<file path="config.mk">
export PLATFORM = sky130hd
export DESIGN_NAME = gpr_regfile_adder_flat
export DESIGN_NICKNAME = d
export VERILOG_FILES = /design/src/rtl/gpr_regfile_adder_if.sv /design/src/rtl/gpr_regfile_adder.sv /design/src/flat_wrapper.sv
export SDC_FILE = /design/constraint.sdc
export NUM_CORES = 2
export LEC_CHECK = 0
export CAP_MARGIN = 20
export CORE_MARGIN = 2
export CORE_UTILIZATION = 40
export CTS_BUF_LIST = sky130_fd_sc_hd__clkbuf_16
export DETAILED_ROUTE_END_ITERATION = 12
export HOLD_SLACK_MARGIN = 0.06
export PLACE_DENSITY = 0.59
export SYNTH_ARGS = -nofsm -noshare
export SYNTH_HDL_FRONTEND = slang
export SYNTH_SLANG_ARGS = --single-unit
</file>
<file path="constraint.sdc">
create_clock -name clk -period 22.7 [get_ports clk]
set_clock_uncertainty 0.05 [all_clocks]
set_input_delay 6.81 -clock clk [delete_from_list [all_inputs] [get_ports clk]]
set_output_delay 6.81 -clock clk [all_outputs]
set_load 0.02 [all_outputs]
</file>
<file path="src/rtl/gpr_regfile_adder_if.sv">
// Bus bundle for gpr_regfile_adder: write port, two read ports and the imm + rs1 adder.
// The master side is decode/execute; the slave side is the register file slice.
interface gpr_regfile_adder_if #(
  parameter int ADDR_WIDTH = 5,
  parameter int DATA_WIDTH = 64
);
  logic                  wen;
  logic [ADDR_WIDTH-1:0] waddr;
  logic [DATA_WIDTH-1:0] wdata;
  logic [ADDR_WIDTH-1:0] raddr1;
  logic [ADDR_WIDTH-1:0] raddr2;
  logic [DATA_WIDTH-1:0] rdata1;
  logic [DATA_WIDTH-1:0] rdata2;
  logic [DATA_WIDTH-1:0] imm;
  logic [DATA_WIDTH-1:0] sum;
  logic                  cout;

  modport master (
    output wen, waddr, wdata, raddr1, raddr2, imm,
    input  rdata1, rdata2, sum, cout
  );

  modport slave (
    input  wen, waddr, wdata, raddr1, raddr2, imm,
    output rdata1, rdata2, sum, cout
  );
endinterface

</file>
<file path="src/rtl/gpr_regfile_adder.sv">
// 2^ADDR_WIDTH x DATA_WIDTH register file (x0 hardwired zero), two async read ports, one write port,
// plus the imm + rs1 adder. Define REGFILE_WRITE_BYPASS_EN to forward same-cycle write data to reads.
module gpr_regfile_adder #(
  parameter int ADDR_WIDTH = 5,
  parameter int DATA_WIDTH = 64
) (
  input logic                clk,
  input logic                rst,
  gpr_regfile_adder_if.slave bus
);
  localparam int NUM_REGS = 1 << ADDR_WIDTH;

  logic [DATA_WIDTH-1:0] regs [NUM_REGS];
  logic [DATA_WIDTH-1:0] stored1;
  logic [DATA_WIDTH-1:0] stored2;
  logic [DATA_WIDTH-1:0] src1;
  logic [DATA_WIDTH-1:0] src2;

  // Reset wins over a simultaneous write; entry 0 is only ever cleared.
  always_ff @(posedge clk) begin
    if (rst) begin
      for (int i = 0; i < NUM_REGS; i++) begin
        regs[i] <= '0;
      end
    end else if (bus.wen && (bus.waddr != '0)) begin
      regs[bus.waddr] <= bus.wdata;
    end
  end

  // Index 0 is decoded to zero explicitly so x0 is defined even before the first reset.
  assign stored1 = (bus.raddr1 == '0) ? '0 : regs[bus.raddr1];
  assign stored2 = (bus.raddr2 == '0) ? '0 : regs[bus.raddr2];

`ifdef REGFILE_WRITE_BYPASS_EN
  logic bypass_ok;
  assign bypass_ok = bus.wen && !rst && (bus.waddr != '0);
  assign src1 = (bypass_ok && (bus.raddr1 == bus.waddr)) ? bus.wdata : stored1;
  assign src2 = (bypass_ok && (bus.raddr2 == bus.waddr)) ? bus.wdata : stored2;
`else
  assign src1 = stored1;
  assign src2 = stored2;
`endif

  assign bus.rdata1 = src1;
  assign bus.rdata2 = src2;
  assign {bus.cout, bus.sum} = {1'b0, bus.imm} + {1'b0, src1};
endmodule

</file>
<file path="src/flat_wrapper.sv">
// flat-port wrapper written by rule: the top's interface ports become plain ports
module gpr_regfile_adder_flat 
#(
  parameter int ADDR_WIDTH = 5,
  parameter int DATA_WIDTH = 64
)
  (clk, rst, bus_wen, bus_waddr, bus_wdata, bus_raddr1, bus_raddr2, bus_imm, bus_rdata1, bus_rdata2, bus_sum, bus_cout);
  gpr_regfile_adder_if #(.ADDR_WIDTH(ADDR_WIDTH), .DATA_WIDTH(DATA_WIDTH)) bus_i ();
  input logic clk;
  input logic rst;
  input wire logic [$bits(bus_i.wen)-1:0] bus_wen;
  input wire logic [$bits(bus_i.waddr)-1:0] bus_waddr;
  input wire logic [$bits(bus_i.wdata)-1:0] bus_wdata;
  input wire logic [$bits(bus_i.raddr1)-1:0] bus_raddr1;
  input wire logic [$bits(bus_i.raddr2)-1:0] bus_raddr2;
  input wire logic [$bits(bus_i.imm)-1:0] bus_imm;
  output wire logic [$bits(bus_i.rdata1)-1:0] bus_rdata1;
  output wire logic [$bits(bus_i.rdata2)-1:0] bus_rdata2;
  output wire logic [$bits(bus_i.sum)-1:0] bus_sum;
  output wire logic [$bits(bus_i.cout)-1:0] bus_cout;
  assign bus_i.wen = bus_wen;
  assign bus_i.waddr = bus_waddr;
  assign bus_i.wdata = bus_wdata;
  assign bus_i.raddr1 = bus_raddr1;
  assign bus_i.raddr2 = bus_raddr2;
  assign bus_i.imm = bus_imm;
  assign bus_rdata1 = bus_i.rdata1;
  assign bus_rdata2 = bus_i.rdata2;
  assign bus_sum = bus_i.sum;
  assign bus_cout = bus_i.cout;
  gpr_regfile_adder #(.ADDR_WIDTH(ADDR_WIDTH), .DATA_WIDTH(DATA_WIDTH)) u_core (.clk(clk), .rst(rst), .bus(bus_i));
endmodule
</file>
==> flow_summary.toml <==
[status]
outcome = "complete, no violations"

[clock_network]
cts.sinks = 2048
h-tree-depth = 4
path_clk_slew_ps = 60
cts_resized = 0
cts_buffer_depth = 3
cts_tree = "done"
cts_buffers = 223
post-cts-setup-buffers = 0
cts_hold_buffers = 0
cts-root-buf = "clkbuf_16"

[timing]
hold_viol_final = 0
tns_ps = 0
setup_violations = 0
fmax_mhz = 45.8
rsz0062_at_grt = "no"
setup_ws_ps = 867
maxSlewViolCount = 0
slew_headroom = 0.135
fin_crit_sh = 0.962
layout_min_cycle_time_ps = 21830
worst_pin_slew_ps = 1290

[routing]
detail_route.vias_per_cell = 6.58
dr.pass1.iters = 7
num_vias = 75357
drc_errors = 0
drt_iter0_markers = 14401
drt-total-wl_um = 467000
routedWlPerCell_um = 40.8
ant_nets = 0

[floorplan]
die_x_um = 534
coreArea_sq_um = 279000
dieArea_sq_um = 285000
io_pins = 339
rows = 194
initial_core_util = 0.402
die_h_um = 534

[synthesis]
yosysSeqAreaShare = 0.548
synth_edf_count = 2048
ys_async_sr_fraction = 0
synth_seq_cells = 2048
synthCells = 7462
yosysWarnings = 0
synth.distinct_cells = 69
avgSynthCellArea_sq_um = 15.0
synth.cell_area_sq_um = 112000
synthFlopType = "edfxtp_1"

[cells_and_area]
drive_gt1_frac = 0.226
design_area_sq_um = 127000
reg.largest.list = "u_core.regs: 2048 flops"
area_delta_synth_final_pct = 13.0
largest-register = "u_core.regs"
finalNonFillerCells = 11447
fin_nets = 7704
largest_reg_flops = 2048
fillCellCount = 24277

[global_routing]
first_global_vias = 74093
grt_max_degree = 119
grt_pass1_wl_um = 631000
grt.overflow.total = 0
grt_use_total = 0.323
antenna_found_initial = 95

[critical_path]
slowest_stage = "nor3_1"
cp_num_buf_inv = 4
cp.required_ps = 15840
startpoint_type = "input pin"
critical-path-top-delay-family = "simple AND/OR/NAND/NOR gates"
crit_path_cell_trace = "buf_8 -> nor2b_4 -> buf_4 -> a221oi_1 -> nor3_1 -> ha_1 -> nand4_1 -> nor3_1 -> o21ai_0 -> o211ai_1 -> o21ai_1 -> o311ai_1 -> buf_4 -> xor2_1 -> clkdlybuf4s50_1"
worstPathArrival_ps = 14970
critical-path-max-stage-delay_ps = 820
crit_type = "in -> out"
cp_max_fo = 42
crit_path_end_kind = "output port"

[placement]
portBuffers = 338
placedCellCount = 10988
gp_congestion = 0.928
placed_area_sq_um = 120000
dp_slack_ps = 1560
dp_hpwl_um = 271000

[job]
cap_violations = 0

[power_and_ir_drop]
powerDensity_nw_per_um2 = 78.0
power.leakage_nw = 43.6
p_total_mw = 9.89
vdd_drop_max_uv = 91.6

[hold_path]
hold_class = "in -> reg"
==> per-layer routing <==
metal	global-route usage	vias up	wire, um
met1	0.421	39094	163000
li1	-	28873	-
met5	0.00600	-	189
met3	0.0822	1130	61800
met4	0.200	28	32800
met2	0.486	6232	209000
==> power by group <==
part           switching, mW  total (mW)  internal, mW
sequential             0.104        4.48          4.37
combinational           1.13        1.84         0.705
clock                   1.60        3.58          1.98
==> cell families after synthesis <==
family	Yosys count	share of synthesized area
buf+inv	829	0.0293
xor+xnor	56	0.00437
flops	2048	0.548
other cells	1	0.0000334
mux	1418	0.243
fa+ha+maj	65	0.00731
simple gates	2445	0.130
compound gates	600	0.0375
==> cell usage after synthesis, types with 22 or more instances <==
master,number,area [sq um]
a211o_1,30,263
a211oi_1,92,691
a21o_1,30,225
a21oi_1,136,681
a221oi_1,57,499
and2_1,1991,12500
buf_1,42,158
buf_2,129,646
clkbuf_1,635,2380
edfxtp_1,2048,61500
ha_1,64,801
mux2_2,91,1020
mux2i_1,290,2900
mux4_2,1037,23400
nand2_1,76,285
nand4_1,22,138
nor2_1,173,649
nor2b_1,32,200
nor3_1,48,240
o211ai_1,26,195
o21ai_0,38,190
o221ai_1,53,464
o22ai_1,62,388
or2_2,32,200
xnor2_1,36,315
==> metrics by stage <==
step	util	hold WS, ps
2_1_floorplan	-	6960
3_3_place_gp	0.428	7430
3_5_place_dp	0.429	7430
4_1_cts	0.454	6470
5_1_grt	0.454	6490
6_report	0.454	6500
==> final cells by class <==
class | count | area (sq um) | share of cell area
Sequential cell | 2048 | 61500 | 0.485
Clock inverter | 185 | 1320 | 0.0104
Inverter | 18 | 67.6 | 0.000533
Multi-Input combinational cell | 4648 | 48000 | 0.379
Antenna cell | 44 | 110 | 0.000868
Tap cell | 3724 | 4660 | 0.0367
Clock buffer | 226 | 5660 | 0.0446
Timing Repair Buffer | 554 | 5510 | 0.0434
==> placed cells by master (no fill, tap or decap), types with 38 or more instances in the layout <==
cell type,n
edfxtp_1,2048
and2_1,1991
mux4_2,1037
clkdlybuf4s50_1,326
mux2i_1,290
clkbuf_16,226
buf_4,180
nor2_1,144
a21oi_1,136
mux2_2,91
a211oi_1,90
inv_1,80
nand2_1,75
ha_1,64
conb_1,64
o22ai_1,62
a221oi_1,57
o221ai_1,53
clkinv_1,48
nor3_1,45
diode_2,44
clkinv_2,41
o21ai_0,38
==> final timing paths <==
check / startpoint / end / cells past startpoint
setup / recovery: bus_raddr1[3] / bus_sum[60] / 15
hold / removal: rst / u_core.regs[0][9] / 1
(Power assumes the default switching activity.)
